### src/rtl/inst_encoder.sv
// RV32I field-level instruction encoder with LI (LUI+ADDI) expansion and a valid/ready output register.
// Optional immediate range checking is enabled by defining INST_ENCODER_IMM_CHECK_EN.
module inst_encoder #(
  parameter int ADDR_W    = 10,
  parameter int BASE_ADDR = 0
) (
  input  logic              clk,
  input  logic              rst_n,
  input  logic              in_valid,
  output logic              in_ready,
  input  logic [2:0]        in_fmt,
  input  logic [4:0]        in_opcode,
  input  logic [4:0]        in_rd,
  input  logic [4:0]        in_rs1,
  input  logic [4:0]        in_rs2,
  input  logic [2:0]        in_func3,
  input  logic [6:0]        in_func7,
  input  logic [31:0]       in_imm,
  output logic              out_valid,
  input  logic              out_ready,
  output logic [31:0]       out_inst,
  output logic [ADDR_W-1:0] out_addr,
  output logic              err
);

  typedef enum logic [2:0] {
    FMT_R    = 3'd0,
    FMT_I    = 3'd1,
    FMT_S    = 3'd2,
    FMT_B    = 3'd3,
    FMT_U    = 3'd4,
    FMT_J    = 3'd5,
    FMT_LI   = 3'd6,
    FMT_RSVD = 3'd7
  } fmt_e;

  typedef enum logic {
    ST_IDLE = 1'b0,
    ST_LI2  = 1'b1
  } state_e;

  localparam logic [4:0] OP_OP_IMM = 5'b00100;
  localparam logic [4:0] OP_LUI    = 5'b01101;
  localparam logic [1:0] INST_LSB  = 2'b11;

  state_e              state_q, state_d;
  logic                out_valid_q, out_valid_d;
  logic [31:0]         out_inst_q, out_inst_d;
  logic [ADDR_W-1:0]   out_addr_q, out_addr_d;
  logic                err_q, err_d;
  logic [31:0]         pend_inst_q, pend_inst_d;

  logic                accept;
  logic                out_hs;
  fmt_e                fmt;

  logic [31:0]         enc_word;
  logic [31:0]         enc_pend;
  logic                enc_emit;
  logic                enc_pend_en;
  logic                enc_drop;
  logic                imm_is_12b;
  logic [19:0]         li_hi;

  function automatic logic [31:0] addi_word(input logic [4:0] rd, input logic [4:0] rs1,
                                            input logic [11:0] imm);
    return {imm, rs1, 3'b000, rd, OP_OP_IMM, INST_LSB};
  endfunction

  function automatic logic [31:0] lui_word(input logic [4:0] rd, input logic [19:0] hi);
    return {hi, rd, OP_LUI, INST_LSB};
  endfunction

  assign fmt      = fmt_e'(in_fmt);
  assign in_ready = (state_q == ST_IDLE) && (!out_valid_q || out_ready);
  assign accept   = in_valid && in_ready;
  assign out_hs   = out_valid_q && out_ready;

  // Rounding the upper part by imm[11] compensates for ADDI sign-extending the low 12 bits.
  assign imm_is_12b = (in_imm[31:11] == {21{in_imm[11]}});
  assign li_hi      = in_imm[31:12] + {19'd0, in_imm[11]};

`ifdef INST_ENCODER_IMM_CHECK_EN
  logic imm_ok;

  always_comb begin
    imm_ok = 1'b1;
    case (fmt)
      FMT_I, FMT_S: imm_ok = imm_is_12b;
      FMT_B:        imm_ok = (in_imm[31:12] == {20{in_imm[12]}}) && !in_imm[0];
      FMT_J:        imm_ok = (in_imm[31:20] == {12{in_imm[20]}}) && !in_imm[0];
      FMT_U:        imm_ok = (in_imm[11:0] == 12'd0);
      default:      imm_ok = 1'b1;
    endcase
  end
`endif

  always_comb begin
    // NOTE: every output of this block gets a default first so no latch is inferred.
    enc_word    = '0;
    enc_pend    = '0;
    enc_emit    = 1'b1;
    enc_pend_en = 1'b0;
    enc_drop    = 1'b0;
    case (fmt)
      FMT_R:  enc_word = {in_func7, in_rs2, in_rs1, in_func3, in_rd, in_opcode, INST_LSB};
      FMT_I:  enc_word = {in_imm[11:0], in_rs1, in_func3, in_rd, in_opcode, INST_LSB};
      FMT_S:  enc_word = {in_imm[11:5], in_rs2, in_rs1, in_func3, in_imm[4:0],
                          in_opcode, INST_LSB};
      FMT_B:  enc_word = {in_imm[12], in_imm[10:5], in_rs2, in_rs1, in_func3,
                          in_imm[4:1], in_imm[11], in_opcode, INST_LSB};
      FMT_U:  enc_word = {in_imm[31:12], in_rd, in_opcode, INST_LSB};
      FMT_J:  enc_word = {in_imm[20], in_imm[10:1], in_imm[11], in_imm[19:12],
                          in_rd, in_opcode, INST_LSB};
      FMT_LI: begin
        if (imm_is_12b) begin
          enc_word = addi_word(in_rd, 5'd0, in_imm[11:0]);
        end else begin
          enc_word    = lui_word(in_rd, li_hi);
          enc_pend    = addi_word(in_rd, in_rd, in_imm[11:0]);
          enc_pend_en = (in_imm[11:0] != 12'd0);
        end
      end
      default: begin
        enc_emit = 1'b0;
        enc_drop = 1'b1;
      end
    endcase
`ifdef INST_ENCODER_IMM_CHECK_EN
    if (!imm_ok) begin
      enc_emit    = 1'b0;
      enc_pend_en = 1'b0;
      enc_drop    = 1'b1;
    end
`endif
  end

  always_comb begin
    state_d     = state_q;
    out_valid_d = out_valid_q;
    out_inst_d  = out_inst_q;
    out_addr_d  = out_addr_q;
    pend_inst_d = pend_inst_q;
    err_d       = 1'b0;

    if (out_hs) begin
      out_valid_d = 1'b0;
      out_addr_d  = out_addr_q + ADDR_W'(1);
    end

    // The held ADDI follows the LUI directly; the LI2 state blocks new requests meanwhile.
    if (state_q == ST_LI2 && out_hs) begin
      out_inst_d  = pend_inst_q;
      out_valid_d = 1'b1;
      state_d     = ST_IDLE;
    end

    if (accept) begin
      err_d = enc_drop;
      if (enc_emit) begin
        out_valid_d = 1'b1;
        out_inst_d  = enc_word;
      end
      if (enc_pend_en) begin
        state_d     = ST_LI2;
        pend_inst_d = enc_pend;
      end
    end
  end

  always_ff @(posedge clk) begin
    // NOTE: state flops use non-blocking assignments so every flop samples pre-edge values.
    if (!rst_n) begin
      state_q     <= ST_IDLE;
      out_valid_q <= 1'b0;
      out_inst_q  <= '0;
      out_addr_q  <= ADDR_W'(BASE_ADDR);
      err_q       <= 1'b0;
      pend_inst_q <= '0;
    end else begin
      state_q     <= state_d;
      out_valid_q <= out_valid_d;
      out_inst_q  <= out_inst_d;
      out_addr_q  <= out_addr_d;
      err_q       <= err_d;
      pend_inst_q <= pend_inst_d;
    end
  end

  assign out_valid = out_valid_q;
  assign out_inst  = out_inst_q;
  assign out_addr  = out_addr_q;
  assign err       = err_q;

endmodule

### config.mk
export PLATFORM = sky130hd
export DESIGN_NAME = inst_encoder
export DESIGN_NICKNAME = d
export VERILOG_FILES = /design/src/rtl/inst_encoder.sv
export SDC_FILE = /design/constraint.sdc
export NUM_CORES = 1
export LEC_CHECK = 0
export CAP_MARGIN = 20
export CORE_MARGIN = 4
export CORE_UTILIZATION = 48
export CTS_BUF_LIST = sky130_fd_sc_hd__clkbuf_16
export DETAILED_ROUTE_END_ITERATION = 12
export PLACE_DENSITY_LB_ADDON = 0.25
export SYNTH_ARGS = -nofsm -noshare
export SYNTH_HDL_FRONTEND = slang
export SYNTH_SLANG_ARGS = --single-unit
### constraint.sdc
create_clock -name clk -period 2.4 [get_ports clk]
set_input_delay 0.36 -clock clk [delete_from_list [all_inputs] [get_ports clk]]
set_output_delay 0.36 -clock clk [all_outputs]
set_load 0.02 [all_outputs]
==> results of run 1 <==
==> Yosys cell counts (2+ instances only) <==
library cell	instances
nor3_1	9
o31a_1	2
nand2b_1	3
o211ai_1	10
a22oi_1	7
mux2i_1	24
a31oi_1	22
xor2_1	7
buf_2	7
nand2_1	109
a32oi_1	2
o21a_1	8
a211oi_1	10
a311oi_1	3
inv_1	6
xnor2_1	12
buf_6	3
nor4_1	12
o22ai_1	9
and2_1	7
mux2_2	2
ha_1	3
a221oi_1	16
nand3_1	31
dfxtp_1	63
nor2b_1	6
nand4_1	6
a21boi_0	3
a21oi_1	17
nor2_1	22
clkbuf_1	29
and3_1	9
and4_1	5
o21ai_0	13
buf_1	2
==> layout by cell type (no fill, tap or decap), drive strengths merged, types with 5 or more instances in the layout <==
master / Yosys / final
nand4: 7 / 7
and4: 6 / 6
nand2: 109 / 109
o22ai: 9 / 9
clkinv: 1 / 5
mux2i: 24 / 24
nor3: 9 / 9
nor2: 22 / 22
o21ai: 13 / 13
xor2: 7 / 7
a211oi: 10 / 10
clkbuf: 30 / 9
nand3: 31 / 31
a22oi: 7 / 7
dfxtp: 63 / 63
inv: 6 / 7
clkdlybuf4s50: 0 / 113
buf: 12 / 62
and3: 9 / 9
a21oi: 17 / 17
and2: 8 / 8
nor2b: 6 / 6
nor4: 12 / 12
a31oi: 22 / 22
xnor2: 12 / 12
o21a: 8 / 8
o211ai: 10 / 10
a221oi: 17 / 17
==> final cells by class <==
class | count | area share
clock inverter | 7 | 0.00834
tap | 102 | 0.0224
inverter | 7 | 0.00461
clock buffer | 9 | 0.0395
multi-input combinational | 399 | 0.422
sequential | 63 | 0.221
timing repair buffer | 175 | 0.282
==> final timing paths <==
kind | from | endpoint | slack [ps] | depth (start not counted)
max | out_ready | in_ready | 150 | 4
min | out_inst[1] | out_inst[1] | 460 | 2
max reg2reg | out_valid | out_inst[27] | 760 | 6
min reg2reg | out_inst[1] | out_inst[1] | 460 | 2
==> registers in the layout, summed over array words and instances (netlist names) <==
name and flops:
err 1, out_addr 10, out_inst 32, out_valid 1, pend_inst_q 18, state_q 1
==> routing by layer <==
layer | GRT usage | up-vias | share of wire
li1 | - | 2159 | -
met1 | 0.363 | 2180 | 0.41
met2 | 0.479 | 207 | 0.49
met3 | 0.0514 | 32 | 0.082
met4 | 0.0852 | 0 | 0.021
met5 | 0 | - | 0
==> power by group <==
part | internal [mW] | switching, mW | total (mW) | leakage, nW
Sequential | 1.11 | 0.0377 | 1.15 | 0.516
Clock | 0.697 | 0.495 | 1.19 | 0.132
Combinational | 0.365 | 0.379 | 0.744 | 1.51
Total | 2.17 | 0.911 | 3.08 | 2.15
==> through the flow <==
stage | setup WS (ps) | hold WS [ps]
after floorplan | 372 | 434
after global placement | 11.4 | 442
after detailed placement | -57.1 | 451
after CTS | 149 | 459
after global routing | 70.1 | 484
final | 148 | 459
==> critical path: stages <==
cell and delay, ps:
clkdlybuf4s50_1 530, nand2b_1 200, and2_1 180, clkdlybuf4s50_1 610
==> cells by family (layout without fill, tap and decap cells) <==
group,Yosys count,after routing
DFF,63,63
AOI/OAI and AO/OA,126,126
adders and majority gates,3,3
buffers and inverters,49,198
and+or+nand+nor,225,225
xor gates and xnor gates,19,19
muxes,26,26
==> out/metrics.yaml, run 1 <==
via_count: 4578
muxShareOfSynthArea: 0.0677
post_cts_resized: 0
grt_first_pass_wirelength_um: 22300
synthTopCellsByArea: "dfxtp_1, nand2_1, mux2i_1"
synthesis.area_sq_um: 3880
ant_nets: 0
worst_pin_slew_ps: 575
fill_cells: 636
tns_ps: 0
post_cts_buffers: 0
dp.cells: 746
antenna_found_initial: 0
cts.htree.levels: 3
worstSetupEndpointType: "output port"
drt-initial-drc-count: 408
drcViolationCount: 0
antenna_cells: 0
die_h_um: 97.9
wl_per_cell_um: 18.1
multi_input_area_sq_um: 2400
fmax_mhz: 444
max_slew_margin: 0.615
place.gp.congestion: 0.910
grt_usage: 0.282
path_class: "input port to output port"
cts.sinks: 63
arrival_ps: 1890
viasPerCell: 6.01
drive_gt1_frac: 0.129
power.density_nw_per_um2: 541
drv_cap: 0
peakVddDrop_mv: 0.396
core_area_sq_um: 7810
synth_compound_area_frac: 0.225
setup-violations-final: 0
die_w_um: 97.9
yosys.area_share.simple: 0.273
cts_tree: "done"
skew_ps: 7.61
nets: 727
synthFlopType: "dfxtp_1"
dp_hpwl_um: 10600
critPathRequiredTime_ps: 2040
dieArea_sq_um: 9590
hold_path_class: "register to register"
fin_crit_ps: 2250
globalRouteOverflowTotal: 0
avgSynthCellArea_sq_um: 7.59
insertion_delay_ps: 330
port_buffers: 113
clkTransAtPathRegs_ps: 60
synthXorXnorAreaFrac: 0.0429
p_leak_nw: 2.15
synth_nets: 583
cts_buffers: 9
hold_buffers: 0
power_mw: 3.08
synth_top_area_frac: 0.325
ff_latch_area_sq_um: 1260
synthArstFlopShare: 0
synth_top_family_by_area: "simple AND/OR/NAND/NOR gates"
final-instance-count-excl-fill: 762
worstPathMaxFanout: 5
synth_fa_ha_area_frac: 0.00967
drtPass1Iterations: 5
period_share: 0.938
cts-root-buf: "clkbuf_16"
synth_edf_count: 0
syn_to_final_growth_pct: 46.9
placed_area_sq_um: 5430
status: "finished clean"
grt_pass1_vias: 4428
rows: 32
boundaryPins: 114
synth_seq_area_share: 0.325
clockBufferDepth: 2
maxSlewViolCount: 0
ys_types: 47
crit_path_start_kind: "input port"
fin_util: 0.730
rsz0062_at_grt: "no"
synth_seq_cells: 63
synth_top_area_cell: "dfxtp_1"
final_area_sq_um: 5700
wl_um: 13800
grt_max_degree: 45
start_util: 0.497
syn_inst: 511
hold_viol: 0
synth.yosys.warnings: 0
(Power assumes the default switching activity.)
==> run 2, diff against run 1 <==
--- a/config.mk
+++ b/config.mk
@@ -5,9 +5,10 @@
 export SDC_FILE = /design/constraint.sdc
 export NUM_CORES = 1
 export LEC_CHECK = 0
+export ABC_AREA = 1
 export CAP_MARGIN = 20
 export CORE_MARGIN = 4
-export CORE_UTILIZATION = 48
+export CORE_UTILIZATION = 49
 export CTS_BUF_LIST = sky130_fd_sc_hd__clkbuf_16
 export DETAILED_ROUTE_END_ITERATION = 12
 export PLACE_DENSITY_LB_ADDON = 0.25
==> run 2 against run 1 <==
Effect of this change:
- synthesized cell count up 28%
- count of clock-buffer cells in the layout unchanged
- routed wire length grew 4.3%
- die area is 2.1% higher
- critical endpoint unchanged
- area after synthesis increased by 4.4%
==> out/metrics.yaml, run 2 <==
timing.final.ws_setup_ps: 356  # was 148 ps
r2r_slack_ps: 630  # was 760 ps
synth_seq_cells: 63  # unchanged
reg2regPathDepth: 9  # was 6
maxSlewViolCount: 0  # unchanged
period_share: 0.852  # was 0.938
p_leak_nw: 2.44  # was 2.15 nW
fmax_mhz: 489  # was 444 MHz
p_sw_mw: 0.921  # was 0.911 mW
cts_buffers: 9  # unchanged
drive_gt1_frac: 0.0842  # was 0.129
synth.yosys.warnings: 0  # unchanged
hold_buffers: 0  # unchanged
r2r_start: "out_valid"  # unchanged
max_slew_margin: 0.675  # was 0.615
cts-root-buf: "clkbuf_16"  # unchanged
p_comb_frac: 0.228  # was 0.241
min_path_cells: 2  # unchanged
port_buffers: 113  # unchanged
pwr-share-clk: 0.409  # was 0.387
final-instance-count-excl-fill: 886  # was 762
dp_hpwl_um: 10700  # was 10600 um
grt_first_pass_wirelength_um: 22900  # was 22300 um
min_to: "pend_inst_q[4]"  # was out_inst[1]
pwr-share-seq: 0.363  # was 0.372
hold_start: "pend_inst_q[4]"  # was out_inst[1]
synth_top_area_frac: 0.311  # was 0.325
hold_path_class: "register to register"  # unchanged
grt_pass1_vias: 4645  # was 4428
tns_ps: 0  # unchanged
synthArstFlopShare: 0  # unchanged
worstSetupEndpointType: "output port"  # unchanged
grt_usage: 0.288  # was 0.282
boundaryPins: 114  # unchanged
cts.sinks: 63  # unchanged
ys_types: 36  # was 47
die_w_um: 98.9  # was 97.9 um
synth_top_area_cell: "dfxtp_1"  # unchanged
globalRouteOverflowTotal: 0  # unchanged
start_util: 0.513  # was 0.497
via_count: 4888  # was 4578
post_cts_resized: 0  # unchanged
power_mw: 3.15  # was 3.08 mW
synthesis.area_sq_um: 4050  # was 3880 sq um
cpPeakStageDelay_ps: 630  # was 610 ps
core_area_sq_um: 7890  # was 7810 sq um
die_h_um: 98.9  # was 97.9 um
rsz0062_at_grt: "no"  # unchanged
drt-initial-drc-count: 239  # was 408
dp.cells: 870  # was 746
layout_commonest_cell: "nand2_1"  # was clkdlybuf4s50_1
synth_edf_count: 0  # unchanged
dieArea_sq_um: 9780  # was 9590 sq um
antenna_found_initial: 0  # unchanged
post_cts_buffers: 0  # unchanged
power.density_nw_per_um2: 554  # was 541 nW/um^2
status: "finished clean"  # unchanged
worstPathMaxFanout: 3  # was 5
avgSynthCellArea_sq_um: 6.17  # was 7.59 sq um
worstReg2RegEnd: "out_inst[10]"  # was out_inst[27]
synth_seq_area_share: 0.311  # was 0.325
crit_path_start_kind: "input port"  # unchanged
cts_tree: "done"  # unchanged
arrival_ps: 1680  # was 1890 ps
drcViolationCount: 0  # unchanged
place_ws_ps: 109  # was -57.1 ps
wl_um: 14400  # was 13800 um
power_switching_share: 0.292  # was 0.296
worst_pin_slew_ps: 487  # was 575 ps
ant_nets: 0  # unchanged
skew_ps: 7.36  # was 7.61 ps
rows: 32  # unchanged
grt_max_degree: 29  # was 45
clkTransAtPathRegs_ps: 60  # about the same
fin_crit_ps: 2040  # was 2250 ps
drv_cap: 0  # unchanged
synthTopCellsByArea: "dfxtp_1, nand2_1, nor2_1"  # was dfxtp_1, nand2_1, mux2i_1
cts.htree.levels: 3  # unchanged
setup-violations-final: 0  # unchanged
syn_inst: 656  # was 511
synth.most_common_cell: "nand2_1"  # unchanged
nets: 851  # was 727
path_class: "input port to output port"  # unchanged
critPathRequiredTime_ps: 2040  # about the same
wl_per_cell_um: 16.3  # was 18.1 um
drtPass1Iterations: 5  # unchanged
place.gp.congestion: 0.936  # was 0.910
insertion_delay_ps: 320  # was 330 ps
crit_path_top_delay_cell: "clkdlybuf4s50_1"  # unchanged
syn_to_final_growth_pct: 40.4  # was 46.9%
intPower_mw: 2.23  # was 2.17 mW
path_cells: "clkdlybuf4s50_1 -> nor2_1 -> nor2_1 -> clkdlybuf4s50_1"  # was clkdlybuf4s50_1 -> nand2b_1 -> and2_1 -> clkdlybuf4s50_1
largest_register_ffs: 32  # unchanged
synth_top_cells_by_count: "nand2_1, nor2_1, inv_1, dfxtp_1, o21ai_0"  # was nand2_1, dfxtp_1, nand3_1, clkbuf_1, mux2i_1
antenna_cells: 0  # unchanged
synth_nets: 728  # was 583
hold_viol: 0  # unchanged
viasPerCell: 5.52  # was 6.01
peakVddDrop_mv: 0.345  # was 0.396 mV
clockBufferDepth: 2  # unchanged
layout_common_cells: "nand2_1, clkdlybuf4s50_1, nor2_1"  # was clkdlybuf4s50_1, nand2_1, dfxtp_1
synthFlopType: "dfxtp_1"  # unchanged
==> run 2: cell types whose count changed after synthesis, sizes merged, moves of 15 or more <==
| cell | delta |
|---|---|
| mux2i | -24 |
| nor2 | +76 |
| a221oi | -15 |
| inv | +62 |
| o21ai | +35 |
| nand2 | +93 |
| clkbuf | -15 |
| a21oi | +22 |
==> run 2: worst max-delay path by stage <==
stage / startpoint / end / cells after the start
5_1_grt: out_ready / out_inst[23] / 11
3_5_place_dp: in_imm[11] / pend_inst_q[25] / 11
3_3_place_gp: in_imm[11] / out_inst[23] / 10
4_1_cts: out_ready / in_ready / 4
2_1_floorplan: out_valid / out_inst[16] / 9
6_report: out_ready / in_ready / 4
==> run 2: final cells by class <==
cell class              instances  area, sq um
multi-input cells             499         2400
flip-flops and latches         63         1260
inverters                      68          255
fillers                       689         2200
clock inverters                 7         63.8
clock buffers                   9          225
repair buffers                138         1360
well taps                     102          128
==> run 2: cell families after synthesis <==
| group | Yosys count | share of synthesized area |
|---|---|---|
| adders and majority gates | 3 | 0.00927 |
| xor gates and xnor gates | 15 | 0.0324 |
| AOI/OAI and AO/OA | 118 | 0.167 |
| DFF | 63 | 0.311 |
| buffers and inverters | 94 | 0.0964 |
| and+or+nand+nor | 363 | 0.383 |
==> run 2: through the flow <==
step / area [sq um] / hold slack (ps) / util
after floorplan: 4050 / 430 / -
after global placement: 5400 / 443 / 0.684
after detailed placement: 5400 / 448 / 0.684
after CTS: 5690 / 456 / 0.721
after global routing: 5690 / 481 / 0.721
final: 5690 / 455 / 0.721
==> run 2: layer usage <==
metal | share of wire | vias up | GRT usage
met5 | 0 | - | 0
met1 | 0.41 | 2227 | 0.377
met4 | 0.027 | 0 | 0.114
met2 | 0.47 | 251 | 0.481
li1 | - | 2379 | -
met3 | 0.095 | 31 | 0.0361
==> run 2: critical path, delay by kind of cell <==
kind / cells / cell delay (ps)
buffers and inverters: 2 / 1130
and+or+nand+nor: 2 / 200
==> run 2: power by group through the flow <==
stage	Combinational, mW	Clock, mW	Sequential, mW
final	0.719	1.29	1.15
after global routing	0.779	1.35	1.15
after CTS	0.713	1.30	1.14
after detailed placement	0.707	0	1.17
after global placement	0.698	0	1.16
after floorplan	0.289	0	1.23
==> run 3, diff against run 2 <==
--- a/config.mk
+++ b/config.mk
@@ -5,10 +5,10 @@
 export SDC_FILE = /design/constraint.sdc
 export NUM_CORES = 1
 export LEC_CHECK = 0
-export ABC_AREA = 1
+export ABC_AREA = 0
 export CAP_MARGIN = 20
 export CORE_MARGIN = 4
-export CORE_UTILIZATION = 49
+export CORE_UTILIZATION = 48
 export CTS_BUF_LIST = sky130_fd_sc_hd__clkbuf_16
 export DETAILED_ROUTE_END_ITERATION = 12
 export PLACE_DENSITY_LB_ADDON = 0.25
==> results of run 3 <==
Same layout as run 1: the final DEF is identical, and so are final timing and power.
